### config.mk
export PLATFORM = sky130hd
export DESIGN_NAME = wb_writer
export DESIGN_NICKNAME = d
export VERILOG_FILES = /design/src/rtl/rv32_pkg.sv /design/src/rtl/wb_writer_load_extend.sv /design/src/rtl/wb_writer.sv
export SDC_FILE = /design/constraint.sdc
export NUM_CORES = 1
export LEC_CHECK = 0
export BUFFER_PORTS_ARGS = -buffer_cell sky130_fd_sc_hd__buf_2
export CORE_ASPECT_RATIO = 1.5
export CORE_MARGIN = 2
export CORE_UTILIZATION = 45
export CTS_CLUSTER_DIAMETER = 60
export DETAILED_ROUTE_END_ITERATION = 8
export HOLD_SLACK_MARGIN = 0.03
export PLACE_DENSITY = 0.72
export SYNTH_ARGS = -nofsm -noshare
export SYNTH_HDL_FRONTEND = slang
export SYNTH_SLANG_ARGS = --single-unit
### constraint.sdc
create_clock -name clk -period 5.5 [get_ports clk]
set_input_delay 0.55 -clock clk [delete_from_list [all_inputs] [get_ports clk]]
set_output_delay 0.55 -clock clk [all_outputs]
set_load 0.02 [all_outputs]
### src/rtl/rv32_pkg.sv
// Shared RV32 types and load funct3 encodings used by the writeback slice.
package rv32_pkg;

  localparam int unsigned RV_XLEN = 32;

  typedef logic [4:0]         reg_addr_t;
  typedef logic [RV_XLEN-1:0] word_t;

  typedef enum logic [2:0] {
    F3_LB  = 3'b000,
    F3_LH  = 3'b001,
    F3_LW  = 3'b010,
    F3_LBU = 3'b100,
    F3_LHU = 3'b101
  } ld_funct3_e;

endpackage

### src/rtl/wb_writer_load_extend.sv
// Combinational load alignment and sign/zero extension for LB/LH/LW/LBU/LHU.
module load_extend
  import rv32_pkg::*;
#(
  parameter int unsigned XLEN = 32
) (
  input  logic [2:0]      funct3,
  input  logic [1:0]      offset,
  input  logic [XLEN-1:0] data,
  output logic [XLEN-1:0] result
);

  logic [XLEN-1:0] byte_shift;
  logic [XLEN-1:0] half_shift;
  logic [7:0]      byte_val;
  logic [15:0]     half_val;

  // Halfword lane uses only offset[1]; a misaligned low bit is ignored.
  always_comb begin
    byte_shift = data >> {offset, 3'b000};
    half_shift = data >> {offset[1], 4'b0000};
    byte_val   = byte_shift[7:0];
    half_val   = half_shift[15:0];
    case (funct3)
      F3_LB:   result = {{(XLEN-8){byte_val[7]}}, byte_val};
      F3_LBU:  result = {{(XLEN-8){1'b0}}, byte_val};
      F3_LH:   result = {{(XLEN-16){half_val[15]}}, half_val};
      F3_LHU:  result = {{(XLEN-16){1'b0}}, half_val};
      default: result = data;
    endcase
  end

endmodule

### src/rtl/wb_writer.sv
// Writeback unit: load-priority merge of ALU and load results into one registered
// regfile write per cycle. Optional decode bypass ports under `WB_BYPASS_EN.
module wb_writer
  import rv32_pkg::*;
#(
  parameter int unsigned XLEN       = 32,
  parameter int unsigned STARVE_MAX = 2
) (
  input  logic            clk,
  input  logic            rst,
  input  logic            alu_valid,
  output logic            alu_ready,
  input  reg_addr_t       alu_rd,
  input  logic [XLEN-1:0] alu_data,
  input  logic            ld_valid,
  output logic            ld_ready,
  input  reg_addr_t       ld_rd,
  input  logic [2:0]      ld_funct3,
  input  logic [1:0]      ld_offset,
  input  logic [XLEN-1:0] ld_data,
  output reg_addr_t       waddr,
  output logic [XLEN-1:0] wdata,
  output logic            regwen
`ifdef WB_BYPASS_EN
  ,
  input  reg_addr_t       addr1,
  input  reg_addr_t       addr2,
  output logic            byp1_hit,
  output logic            byp2_hit,
  output logic [XLEN-1:0] byp1_data,
  output logic [XLEN-1:0] byp2_data
`endif
);

  localparam int unsigned CNT_W = $clog2(STARVE_MAX + 2);
  localparam logic [CNT_W-1:0] CNT_MAX = CNT_W'(STARVE_MAX);

  logic            skid_full_q, skid_full_d;
  reg_addr_t       skid_rd_q,   skid_rd_d;
  logic [XLEN-1:0] skid_data_q, skid_data_d;
  logic [CNT_W-1:0] starve_q,   starve_d;
  logic            regwen_q,    regwen_d;
  reg_addr_t       waddr_q,     waddr_d;
  logic [XLEN-1:0] wdata_q,     wdata_d;

  logic [XLEN-1:0] ld_ext;
  logic            alu_cand_valid;
  reg_addr_t       alu_cand_rd;
  logic [XLEN-1:0] alu_cand_data;
  logic            force_alu;
  logic            ld_win;
  logic            alu_win;
  logic            alu_acc;
  reg_addr_t       win_rd;
  logic [XLEN-1:0] win_data;

  load_extend #(.XLEN(XLEN)) u_load_extend (
    .funct3 (ld_funct3),
    .offset (ld_offset),
    .data   (ld_data),
    .result (ld_ext)
  );

  // A full skid blocks new ALU beats, so the skid entry is always the oldest ALU result.
  always_comb begin
    alu_cand_valid = skid_full_q | alu_valid;
    alu_cand_rd    = skid_full_q ? skid_rd_q   : alu_rd;
    alu_cand_data  = skid_full_q ? skid_data_q : alu_data;

    force_alu = alu_cand_valid & ld_valid & (starve_q == CNT_MAX);
    ld_win    = ld_valid & ~force_alu;
    alu_win   = alu_cand_valid & ~ld_win;

    alu_ready = rst & ~skid_full_q;
    ld_ready  = rst & ~force_alu;
    alu_acc   = alu_valid & alu_ready;

    win_rd   = ld_win ? ld_rd  : alu_cand_rd;
    win_data = ld_win ? ld_ext : alu_cand_data;
  end

  always_comb begin
    skid_full_d = skid_full_q;
    skid_rd_d   = skid_rd_q;
    skid_data_d = skid_data_q;
    if (skid_full_q) begin
      if (alu_win) skid_full_d = 1'b0;
    end else if (alu_acc && !alu_win) begin
      skid_full_d = 1'b1;
      skid_rd_d   = alu_rd;
      skid_data_d = alu_data;
    end
  end

  always_comb begin
    starve_d = starve_q;
    if (alu_win) begin
      starve_d = '0;
    end else if (ld_win && alu_cand_valid && starve_q != CNT_MAX) begin
      starve_d = starve_q + 1'b1;
    end
  end

  // Writes to x0 are consumed but present as an idle cycle on the port.
  always_comb begin
    regwen_d = 1'b0;
    waddr_d  = '0;
    wdata_d  = '0;
    if ((ld_win || alu_win) && win_rd != '0) begin
      regwen_d = 1'b1;
      waddr_d  = win_rd;
      wdata_d  = win_data;
    end
  end

  always_ff @(posedge clk or negedge rst) begin
    if (!rst) begin
      skid_full_q <= 1'b0;
      skid_rd_q   <= '0;
      skid_data_q <= '0;
      starve_q    <= '0;
      regwen_q    <= 1'b0;
      waddr_q     <= '0;
      wdata_q     <= '0;
    end else begin
      skid_full_q <= skid_full_d;
      skid_rd_q   <= skid_rd_d;
      skid_data_q <= skid_data_d;
      starve_q    <= starve_d;
      regwen_q    <= regwen_d;
      waddr_q     <= waddr_d;
      wdata_q     <= wdata_d;
    end
  end

  assign regwen = regwen_q;
  assign waddr  = waddr_q;
  assign wdata  = wdata_q;

`ifdef WB_BYPASS_EN
  always_comb begin
    byp1_hit  = regwen_q & (waddr_q == addr1) & (addr1 != '0);
    byp2_hit  = regwen_q & (waddr_q == addr2) & (addr2 != '0);
    byp1_data = wdata_q;
    byp2_data = wdata_q;
  end
`endif

endmodule
Word-level counts from Yosys, hierarchy flattened --
Index checks and enable logic that the tools add are counted.
Cells by class: reduce and logical (&&, ||, !) cells 10, shift operators 2, eq/ne operators 5, add/subtract/negate cells 1, bitwise logic cells 11, muxes and demuxes 13
Operator list (count):
- $pmux 32 s4 | 1
- $mux 32 | 3
- $shr 32x5->16 | 1
- $shr 32x5->8 | 1
- $mux 5 | 3
- $and 1x1->1 | 7
- $eq 3x3->1 const B | 2
- $reduce_bool 5->1 | 1
- $logic_and 1x1->1 | 4
- $mux 1 | 4
- $mux 2 | 2
- $eq 3x1->1 const B | 1
- $logic_not 3->1 | 1
- $not 1->1 | 3
- $add 2x1->2 const B | 1
- $eq 2x2->1 const B | 1
- $ne 2x2->1 const B | 1
- $reduce_and 2->1 | 1
- $reduce_bool 2->1 | 1
- $logic_not 1->1 | 1
- $logic_or 1x1->1 | 1
- $or 1x1->1 | 1
Storage, ports and cells: input bits 83, word-level logic and storage cells 49, flip-flop bits (word level) 78, output and inout port bits 40

Depth between registers and ports, before layout --
Gate-level depths: netlist of the first run.
word-level depth 11, depth in mapped cells 10, mapped depth without buffers 7

Cells and area by module --
Synthesis of the first run repeated with hierarchy kept, for this count alone.
Unflattened totals: cells, all modules 418, area total of the unflattened synthesis 4376.7 um^2
Modules (own cells, without submodules):
- wb_writer | cells an instance 309, seq. area each 1951.9 um^2, instances 1, area an instance 3748.6 um^2
- load_extend | cells an instance 109, seq. area each 0.0 um^2, instances 1, area an instance 628.1 um^2

Worst setup path before layout of the first run --
OpenSTA, ideal clock, no wires.
path kind input to register, start input alu_rd[1], end register wdata_q[22] (netlist: wdata[22]), setup slack 3.636 ns, path buffers 2, required time 5.377 ns, setup time 0.123 ns, cell stages on the path 6, data arrival time 1.741 ns, cell sequence or4_1 o311ai_1 a21o_1 buf_6 buf_6 a21oi_2
Between the ends: longest elaborated chain between the ends 5
RTL lines:
- from (decl) | line wb_writer.sv:13 | input reg_addr_t alu_rd,
- $mux 5 | line wb_writer.sv:67 | alu_cand_rd = skid_full_q ? skid_rd_q : alu_rd;
- $mux 5 | line wb_writer.sv:78 | win_rd = ld_win ? ld_rd : alu_cand_rd;
- $reduce_bool 5->1 | line wb_writer.sv:109 | if ((ld_win || alu_win) && win_rd != '0) begin
- $logic_and 1x1->1 | line wb_writer.sv:109
- $mux 32 | line wb_writer.sv:109
- net wdata_d[22] | line wb_writer.sv:44 | logic [XLEN-1:0] wdata_q, wdata_d;
- to (signal assigned) | line wb_writer.sv:132 | wdata_q <= wdata_d;
- to (decl) | line wb_writer.sv:44
The timed path passes the listed nets, and every way through them passes these cells. A chain may end at the register's enable or synchronous reset.

Worst setup path after layout of the first run --
start register starve_q[0], end register skid_rd_q[1]
Between the ends: longest elaborated chain between the ends 9
RTL lines:
- from (decl) | line wb_writer.sv:41 | logic [CNT_W-1:0] starve_q, starve_d;
- from (signal assigned) | line wb_writer.sv:129 | starve_q <= starve_d;
- $eq 2x2->1 | line wb_writer.sv:70 | force_alu = alu_cand_valid & ld_valid & (starve_q == CNT_MAX);
- $and 1x1->1 | line wb_writer.sv:70
- $not 1->1 | line wb_writer.sv:71 | ld_win = ld_valid & ~force_alu;
- $and 1x1->1 | line wb_writer.sv:71
- $not 1->1 | line wb_writer.sv:72 | alu_win = alu_cand_valid & ~ld_win;
- $and 1x1->1 | line wb_writer.sv:72
- $logic_not 1->1 | line wb_writer.sv:88 | end else if (alu_acc && !alu_win) begin
- $logic_and 1x1->1 | line wb_writer.sv:88
- $reduce_and 2->1 (no line)
- to (signal assigned) | line wb_writer.sv:127 | skid_rd_q <= skid_rd_d;
- to (decl) | line wb_writer.sv:39 | reg_addr_t skid_rd_q, skid_rd_d;
No other way between the ends.

==> results_dict.tcl, run 1 <==
set metrics [dict create \
    clock_sink_count 78 \
    hold_class "in -> async" \
    die_w_um 81.9 \
    drt-met1-wl_um 4410 \
    hold_buffers 0 \
    max-vdd-ir-drop_mv 0.228 \
    cts_resized 0 \
    rsz0062_at_grt "no" \
    dieArea_um2 9900 \
    routed-via-count 3224 \
    drtIter0Drc 235 \
    htree_levels 3 \
    hold_viol 0 \
    path_class "reg -> reg" \
    path_cells "inv_1 -> ha_1 -> o21ai_2 -> and2_1 -> nand3_2 -> buf_4 -> mux2_2" \
    seq_area_frac_synth_pct 47.6 \
    status "finished, final reports clean" \
    die_h_um 121 \
    synth_area_per_cell_um2 11.4 \
    slew_violations 0 \
    fin_area_um2 5010 \
    pwr-share-seq_pct 40.8 \
    dr.max_layer_used "met4" \
    yosysWarnings 0 \
    fill_cells 797 \
    synth-seq-cells 78 \
    worst_setup_hold_path_clk_slew_ns 0.05 \
    place_area_um2 4700 \
    setup_viol 0 \
    met2_length_um 5710 \
    area_growth_pct 22.2 \
    swShare_pct 30.3 \
    cts_setup_buffers 0 \
    endpoint_kind "flop" \
    clockBufferDepth 2 \
    cts_made_buffers 9 \
    synth-edff-count 0 \
    nets 553 \
    grt_pass1_wl_um 16500 \
    crit_fanout 23 \
    wirelength_um 11000 \
    syn_area_um2 4100 \
    start_util_pct 46.4 \
    hpwl_um 7880 \
    crit_required_ns 5.72 \
    holdWs_ns 0.123 \
    syn_inst 359 \
    max_freq_mhz 439 \
    drc 0 \
    row_count 42 \
    via_per_inst 5.52 \
    synth_flop_cell "dfrtp_1" \
    worst_pin_slew_ns 0.744 \
    drive_gt1_share_pct 43.9 \
    power.switching_uw 581 \
    pwr-share-clk_pct 31.0 \
    synthDistinctLibCells 41 \
    ant_nets 0 \
    dr.pass1.iters 4 \
    cap_violations 0 \
    grt_max_degree 52 \
    num_antenna_cells 0 \
    clock-skew-final_ns 0.00631 \
    startpoint_type "flop" \
    leakagePower_uw 0.00239 \
    p_int_uw 1340 \
    tritoncts "yes" \
    clock_latency_ns 0.34 \
    critical_path_buf_inv_count 2 \
    wire_per_inst_um 18.8 \
    cp.arrival_ns 2.50 \
    slew_headroom_pct 50.4 \
    p_per_area_nw_per_um2 383 \
    gp_congestion 0.833 \
    cpLargestDelayFamily "simple AND/OR/NAND/NOR gates" \
    finalSetupTns_ns 0 \
    io_buffers 122 \
    io_pins 123 \
    groute.usage.overall_pct 23.0 \
    core_area_um2 8830 \
    syn_nets 443 \
    root_buffer "clkbuf_16" \
    comb_power_share_pct 28.1 \
    final.period_utilization_pct 41.4 \
    period_needed_ns 2.28 \
    wl_met3_um 451 \
    async_flop_share_pct 100 \
    gr-total-overflow 0 \
    max_stage_delay_ns 0.45 \
    first_global_vias 3166 \
    antenna_found_initial 0 \
    slowest_stage "buf_4" \
]
-- state kept, by name, summed over array words and instances, names as in the netlist --
name / cells
skid_full_q: 1
skid_rd_q: 5
regwen: 1
skid_data_q: 32
wdata: 32
waddr: 5
starve_q: 2
-- cells by family after synthesis --
family | count (synthesis) | synth area share [%]
AO/OA/AOI/OAI | 96 | 16.3
buffers and inverters | 34 | 5.07
AND/OR/NAND/NOR | 66 | 7.03
multiplexers | 84 | 23.6
flip-flops | 78 | 47.6
adder cells (fa/ha/maj) | 1 | 0.305
-- power groups by stage --
stage / clock, uW / sequential, uW / combinational [uW]
6_report: 596 / 784 / 540
5_1_grt: 628 / 797 / 586
4_1_cts: 609 / 783 / 545
3_5_place_dp: 0 / 790 / 542
3_3_place_gp: 0 / 784 / 530
2_1_floorplan: 0 / 838 / 328
-- final cells by class --
cell class | count | area (um^2) | area share [%]
Tap cell | 110 | 138 | 2.75
Clock buffer | 12 | 256 | 5.12
Multi-Input combinational cell | 247 | 1940 | 38.7
Inverter | 5 | 18.8 | 0.375
Clock inverter | 4 | 45.0 | 0.900
Sequential cell | 78 | 1950 | 39.0
Timing Repair Buffer | 128 | 658 | 13.1
-- through the flow --
| step | worst slack (ns) | total power, uW | std cells | utilization, % |
|---|---|---|---|---|
| 6_report | 3.22 | 1920 | 584 | 56.7 |
| 3_3_place_gp | 3.01 | 1310 | 568 | 53.3 |
| 4_1_cts | 3.23 | 1940 | 584 | 56.7 |
| 5_1_grt | 3.10 | 2010 | 584 | 56.7 |
| 2_1_floorplan | 3.64 | 1170 | 359 | - |
| 3_5_place_dp | 2.96 | 1330 | 568 | 53.3 |
-- cell usage in the layout (no fill, tap or decap), types with 9 or more instances in the layout --
cell,synthesis,routed
mux2_4,18,18
a211oi_1,9,9
a31oi_1,17,17
a21oi_1,29,29
mux2_2,27,27
nor2_1,39,39
clkbuf_16,0,9
nand2_1,13,13
mux2i_1,36,36
dfrtp_1,78,77
buf_2,12,121
a21oi_2,10,10
-- routing by layer --
layer,vias up,GRT usage (%)
li1,1522,-
met1,1583,28.2
met2,94,37.7
met3,25,3.72
met4,0,12.8
met5,-,0
-- final timing paths --
kind	startpoint	end	slack, ns	cells after the start
setup / recovery	starve_q[0]	skid_rd_q[1]	3.22	7
hold / removal	rst	wdata[10]	0.12	1
setup reg to reg	starve_q[0]	skid_rd_q[1]	3.22	7
hold reg to reg	starve_q[1]	starve_q[1]	0.49	2
max in group asynchronous	rst	skid_full_q	4.36	2
min in group clk	alu_data[7]	skid_data_q[7]	0.46	2
-- cells in the mapped netlist (2+ instances only) --
master    number  share of area (%)
nor2b_1        2               0.31
o221ai_1       8                1.7
dfrtp_1       78                 48
a211oi_2       5                1.5
mux2_2        27                7.4
buf_6          8                2.2
mux2_1         3               0.82
and2_1         2               0.31
a21oi_2       10                2.1
nor2_1        39                3.6
or4_1          2               0.37
buf_2         12                1.5
a211oi_1       9                1.6
a31oi_1       17                2.6
nand2_1       13                1.2
mux2i_1       36                8.8
a21oi_1       29                3.5
o21a_1         7                1.3
nand3_1        2               0.24
mux2_4        18                6.6
o21ai_1        3               0.37
o21ai_0        2               0.24
clkbuf_1       6               0.55
inv_1          4               0.37
(Power assumes the default switching activity.)
==> run 2: changes to the inputs <==
- ABC_AREA: default -> 1
- clock period: 5.5 -> 2.21 ns (I/O delays scaled with it)
==> run 2 against run 1 <==
  * Non-clock buffer count grew 4
  * Die area grew 2.2%
  * Total power grew 130%
  * Hold slack gained 0.028 ns
  * Sequential power grew 140%
  * Sequential share of layout area shrank 1.0 points
  * Combinational power grew 120%
  * First-iteration DRC count grew 27%
  * Cell area grew 2.7%
  * Routed wire length grew 4.4%
  * Largest cell class unchanged
  * Largest power group unchanged
  * Highest routed layer unchanged
==> results_dict.tcl, run 2 <==
set metrics [dict create \
    layout_common_cells "nand2_1 (127), buf_2 (121), nor2_1 (110), dfrtp_1 (78), o21ai_0 (74)" \
    yosysMostFrequentCell "nand2_1" \
    root_buffer "clkbuf_16" \
    max_stage_delay_ns 0.36 \
    setup_viol 0 \
    worst_setup_hold_path_clk_slew_ns 0.06 \
    slew_headroom_pct 54.5 \
    clockBufferDepth 2 \
    cts_made_buffers 9 \
    multi_input_area_um2 1840 \
    synth-edff-count 0 \
    max_freq_mhz 512 \
    worstRegToRegCells 12 \
    cts_setup_buffers 0 \
    pre_cts_slack_ns 0.269 \
    clock-skew-final_ns 0.00706 \
    io_buffers 122 \
    endpoint_kind "flop" \
    seq_area_frac_synth_pct 46.6 \
    rsz0062_at_grt "no" \
    final.setup.worst_slack_ns 0.258 \
    routed-via-count 4137 \
    synth-seq-cells 78 \
    ant_nets 0 \
    final.period_utilization_pct 88.3 \
    tritoncts "yes" \
    die_w_um 82.8 \
    p_per_area_nw_per_um2 858 \
    cp.arrival_ns 2.17 \
    antenna_found_initial 0 \
    row_count 43 \
    timing.critical_path.from "starve_q[0]" \
    syn_area_um2 4190 \
    regArea_um2 1950 \
    synthDominantCellAreaShare_pct 46.6 \
    grt_pass1_wl_um 18600 \
    dieArea_um2 10100 \
    finalSetupTns_ns 0 \
    area_growth_pct 22.6 \
    dr.pass1.iters 8 \
    status "finished, final reports clean" \
    drc 0 \
    synthDistinctLibCells 27 \
    yosysWarnings 0 \
    clock_latency_ns 0.34 \
    nets 774 \
    die_h_um 122 \
    dp.cells 790 \
    htree_levels 3 \
    period_needed_ns 1.95 \
    r2r-end "wdata[21]" \
    synth_area_leader_cell "dfrtp_1" \
    gp_congestion 0.940 \
    drive_gt1_share_pct 23.5 \
    fill_cells 910 \
    wirelength_um 11500 \
    path_class "reg -> reg" \
    yosys-top-cells-count "nand2_1 (127), nor2_1 (110), dfrtp_1 (78), o21ai_0 (74), inv_1 (56)" \
    clock_sink_count 78 \
    crit_end "wdata[21]" \
    crit_top_cell "nand2_1" \
    async_flop_share_pct 100 \
    num_antenna_cells 0 \
    hpwl_um 8450 \
    wire_per_inst_um 14.2 \
    syn_nets 665 \
    final_common_cell "nand2_1" \
    cap_violations 0 \
    start_util_pct 45.8 \
    crit_required_ns 2.43 \
    via_per_inst 5.13 \
    path_cells "inv_1 -> ha_1 -> nand2_2 -> inv_2 -> nand2_4 -> nand2_8 -> nand2_1 -> nand2_1 -> nand3_1 -> o21bai_4 -> buf_12 -> nor2_1" \
    hold_class "in -> reg" \
    syn_inst 581 \
    synth_flop_cell "dfrtp_1" \
    worst_pin_slew_ns 0.682 \
    reg2reg_from "starve_q[0]" \
    max-vdd-ir-drop_mv 0.557 \
    hold_viol 0 \
    grt_max_degree 64 \
    rrSetupSlack_ns 0.26 \
    startpoint_type "flop" \
    leakagePower_uw 0.00282 \
    synth_area_per_cell_um2 7.21 \
    p_total_uw 4410 \
    slowest_stage "dfrtp_1" \
    drtIter0Drc 298 \
    core_area_um2 9150 \
    first_global_vias 3845 \
    crit_fanout 37 \
    gr-total-overflow 0 \
    slew_violations 0 \
    stdcell_count 807 \
    io_pins 123 \
    groute.usage.overall_pct 23.1 \
    synth.area.top_cells "dfrtp_1 (47%), nand2_1 (11%), nor2_1 (9.9%)" \
]
==> run 2: worst min path at each step <==
stage	startpoint	to	slack, ns	depth (start not counted)
after CTS	alu_data[24]	skid_data_q[24]	0.13	3
final	alu_data[24]	skid_data_q[24]	0.15	3
after global placement	rst	skid_data_q[17]	0.28	2
after global routing	alu_data[22]	skid_data_q[22]	0.15	3
after floorplan	rst	regwen	-0.07	0
after detailed placement	rst	skid_data_q[19]	0.28	2
==> run 2: layer usage <==
metal  vias up  wire, um  global-route usage, %
met3        16       799                   4.88
met2       169      5630                   38.7
met4         0       232                   9.32
met5         -         0                      0
met1      1894      4830                   29.3
li1       2058         -                      -
==> run 2: metrics by stage <==
stage               util (%)  cell area, um^2  hold WS (ns)
CTS                     56.2             5140         0.135
finish                  56.2             5140         0.151
global route            56.2             5140         0.155
global placement        53.2             4860         0.276
floorplan                  -             4190       -0.0746
detailed placement      53.2             4860         0.285
==> run 2: cell families after synthesis <==
logic type | after synthesis | share of synthesized area (%)
AOI/OAI and AO/OA | 151 | 19.0
adders and majority gates | 1 | 0.298
buffers and inverters | 95 | 9.64
DFF | 78 | 46.6
and+or+nand+nor | 256 | 24.5
==> run 2: layout make-up <==
class                   instances  share of cell area, %
inverters                      61                   4.45
flip-flops and latches         78                   38.0
well taps                     112                   2.73
repair buffers                132                   13.9
clock inverters                 6                  0.755
clock buffers                  10                   4.45
multi-input cells             408                   35.7
==> run 2: worst max-delay path, delay by kind of cell, from the launching register on <==
family | cells | cell delay (ns)
AOI/OAI and AO/OA | 1 | 0.16
adders and majority gates | 1 | 0.21
buffers and inverters | 3 | 0.38
DFF | 1 | 0.36
and+or+nand+nor | 7 | 0.70
==> run 2: report_power, final <==
group	internal, uW	switching [uW]
registers	1750	142
logic	425	760
clock network	756	582
==> run 2: repair_timing <==
item,in CTS,in global routing
endpoints found under the setup margin,0,0
resized for setup,0,0
endpoints found under the hold margin,23,0
hold buffers,1,0
==> run 3: changes to the inputs <==
- CORE_UTILIZATION: 45 -> 52
- PLACE_DENSITY: 0.72 -> 0.81
==> run 3 against run 2 <==
  * First-iteration DRC count decreased by 1.0%
  * Flip-flop and latch count stayed put
  * Clock-buffer cell count rose by 3
  * Setup slack gained 0.13 ns
==> results_dict.tcl, run 3 (synthesis results as in run 2) <==
set metrics [dict create \
    status "finished, final reports clean" \
    die_h_um 114 \
    path_class "reg -> reg" \
    startpoint_type "flop" \
    path_cells "inv_1 -> ha_1 -> nand2_2 -> inv_2 -> nand2_4 -> nand2_8 -> nand2_1 -> nand2_1 -> nand3_1 -> o21bai_4 -> buf_12 -> nor2_1" \
    setup_viol 0 \
    crit_required_ns 2.42 \
    cts_made_buffers 9 \
    rrSetupSlack_ns 0.38 \
    tritoncts "yes" \
    slowest_stage "dfrtp_1" \
    max-vdd-ir-drop_mv 0.529 \
    hpwl_um 8100 \
    drtIter0Drc 295 \
    crit_end "wdata[1]" \
    crit_fanout 37 \
    cap_violations 0 \
    gp_congestion 0.977 \
    ant_nets 0 \
    leakagePower_uw 0.00286 \
    first_global_vias 3929 \
    crit_top_cell "nand2_1" \
    rsz0062_at_grt "no" \
    grt_max_degree 79 \
    clock_sink_count 78 \
    row_count 40 \
    via_per_inst 5.24 \
    dieArea_um2 8810 \
    reg2reg_from "starve_q[0]" \
    max_freq_mhz 548 \
    p_total_uw 4710 \
    layout_common_cells "nand2_1 (127), buf_2 (121), nor2_1 (110), dfrtp_1 (78), o21ai_0 (74)" \
    start_util_pct 53.0 \
    period_needed_ns 1.83 \
    hold_class "in -> reg" \
    worst_pin_slew_ns 0.973 \
    hold_viol 0 \
    clockBufferDepth 2 \
    wire_per_inst_um 13.9 \
    core_area_um2 7910 \
    worst_setup_hold_path_clk_slew_ns 0.06 \
    p_per_area_nw_per_um2 908 \
    routed-via-count 4193 \
    drive_gt1_share_pct 23.6 \
    io_buffers 122 \
    slew_violations 0 \
    final_common_cell "nand2_1" \
    fin_util_pct 65.6 \
    root_buffer "clkbuf_16" \
    wirelength_um 11100 \
    nets 774 \
    cts_setup_buffers 0 \
    grt_pass1_wl_um 18400 \
    max_stage_delay_ns 0.35 \
    cp.arrival_ns 2.04 \
    groute.usage.overall_pct 26.6 \
    slew_headroom_pct 35.1 \
    r2r-end "wdata[1]" \
    worstRegToRegCells 12 \
    gr-total-overflow 0 \
    timing.critical_path.from "starve_q[0]" \
    final.period_utilization_pct 82.6 \
    clock_latency_ns 0.33 \
    finalSetupTns_ns 0 \
    cts_resized 0 \
    die_w_um 77.3 \
    dr.pass1.iters 5 \
    area_growth_pct 23.7 \
    drc 0 \
    antenna_found_initial 0 \
    io_pins 123 \
    num_antenna_cells 0 \
    htree_levels 3 \
    hold_buffers 0 \
    endpoint_kind "flop" \
    clock-skew-final_ns 0.00496 \
]
## run 3: cell types whose count changed in the layout (fill, tap and decap cells not counted), sizes merged
cell         before  now
clkinvlp          2    0
clkinv            4    1
dlygate4sd3       1    0
bufinv            0    2
buf             131  132
clkbuf           10   13
## run 3: final cells by class
class,instances,area [um^2]
fill,741,2720
sequential,78,1950
multi-input combinational,408,1840
timing repair buffer,132,701
clock buffer,13,270
inverter,61,229
tap,105,131
clock inverter,3,65.1
## run 3: critical path, delay by kind of cell (launching register included)
| kind | cells | cell delay [ns] |
|---|---|---|
| buffers and inverters | 3 | 0.39 |
| AO/OA/AOI/OAI | 1 | 0.15 |
| flip-flops | 1 | 0.35 |
| adder cells (fa/ha/maj) | 1 | 0.22 |
| AND/OR/NAND/NOR | 7 | 0.58 |
## run 3: layer usage
metal  GRT usage [%]  part of all wire, %  vias up
met2            43.1                   48      202
met1            33.3                   40     1899
met4            14.0                  4.3        0
met5               0                    0        -
met3            5.62                  8.3       33
li1                -                    -     2059
## run 3: per-stage QoR
step | std cells | setup WS (ns) | hold slack (ns) | cell area (um^2)
4_1_cts | 800 | 0.399 | 0.140 | 5180
3_5_place_dp | 784 | 0.404 | 0.468 | 4850
6_report | 800 | 0.384 | 0.149 | 5180
2_1_floorplan | 581 | 0.539 | -0.0746 | 4190
5_1_grt | 800 | 0.244 | 0.176 | 5180
3_3_place_gp | 784 | 0.473 | 0.461 | 4850
## run 3: worst min path at each step
stage / endpoint / startpoint / depth (start not counted)
5_1_grt: skid_data_q[28] / alu_data[28] / 3
3_5_place_dp: skid_data_q[31] / skid_data_q[31] / 2
2_1_floorplan: regwen / rst / 0
4_1_cts: skid_data_q[22] / alu_data[22] / 3
3_3_place_gp: skid_data_q[16] / skid_data_q[16] / 2
6_report: skid_data_q[22] / alu_data[22] / 3
## run 3: power breakdown
group / internal (uW) / leakage (uW) / switching [uW]
combinational: 420 / 0.00172 / 766
clock: 1080 / 0.000166 / 555
sequential: 1750 / 0.000969 / 142
total: 3250 / 0.00286 / 1460
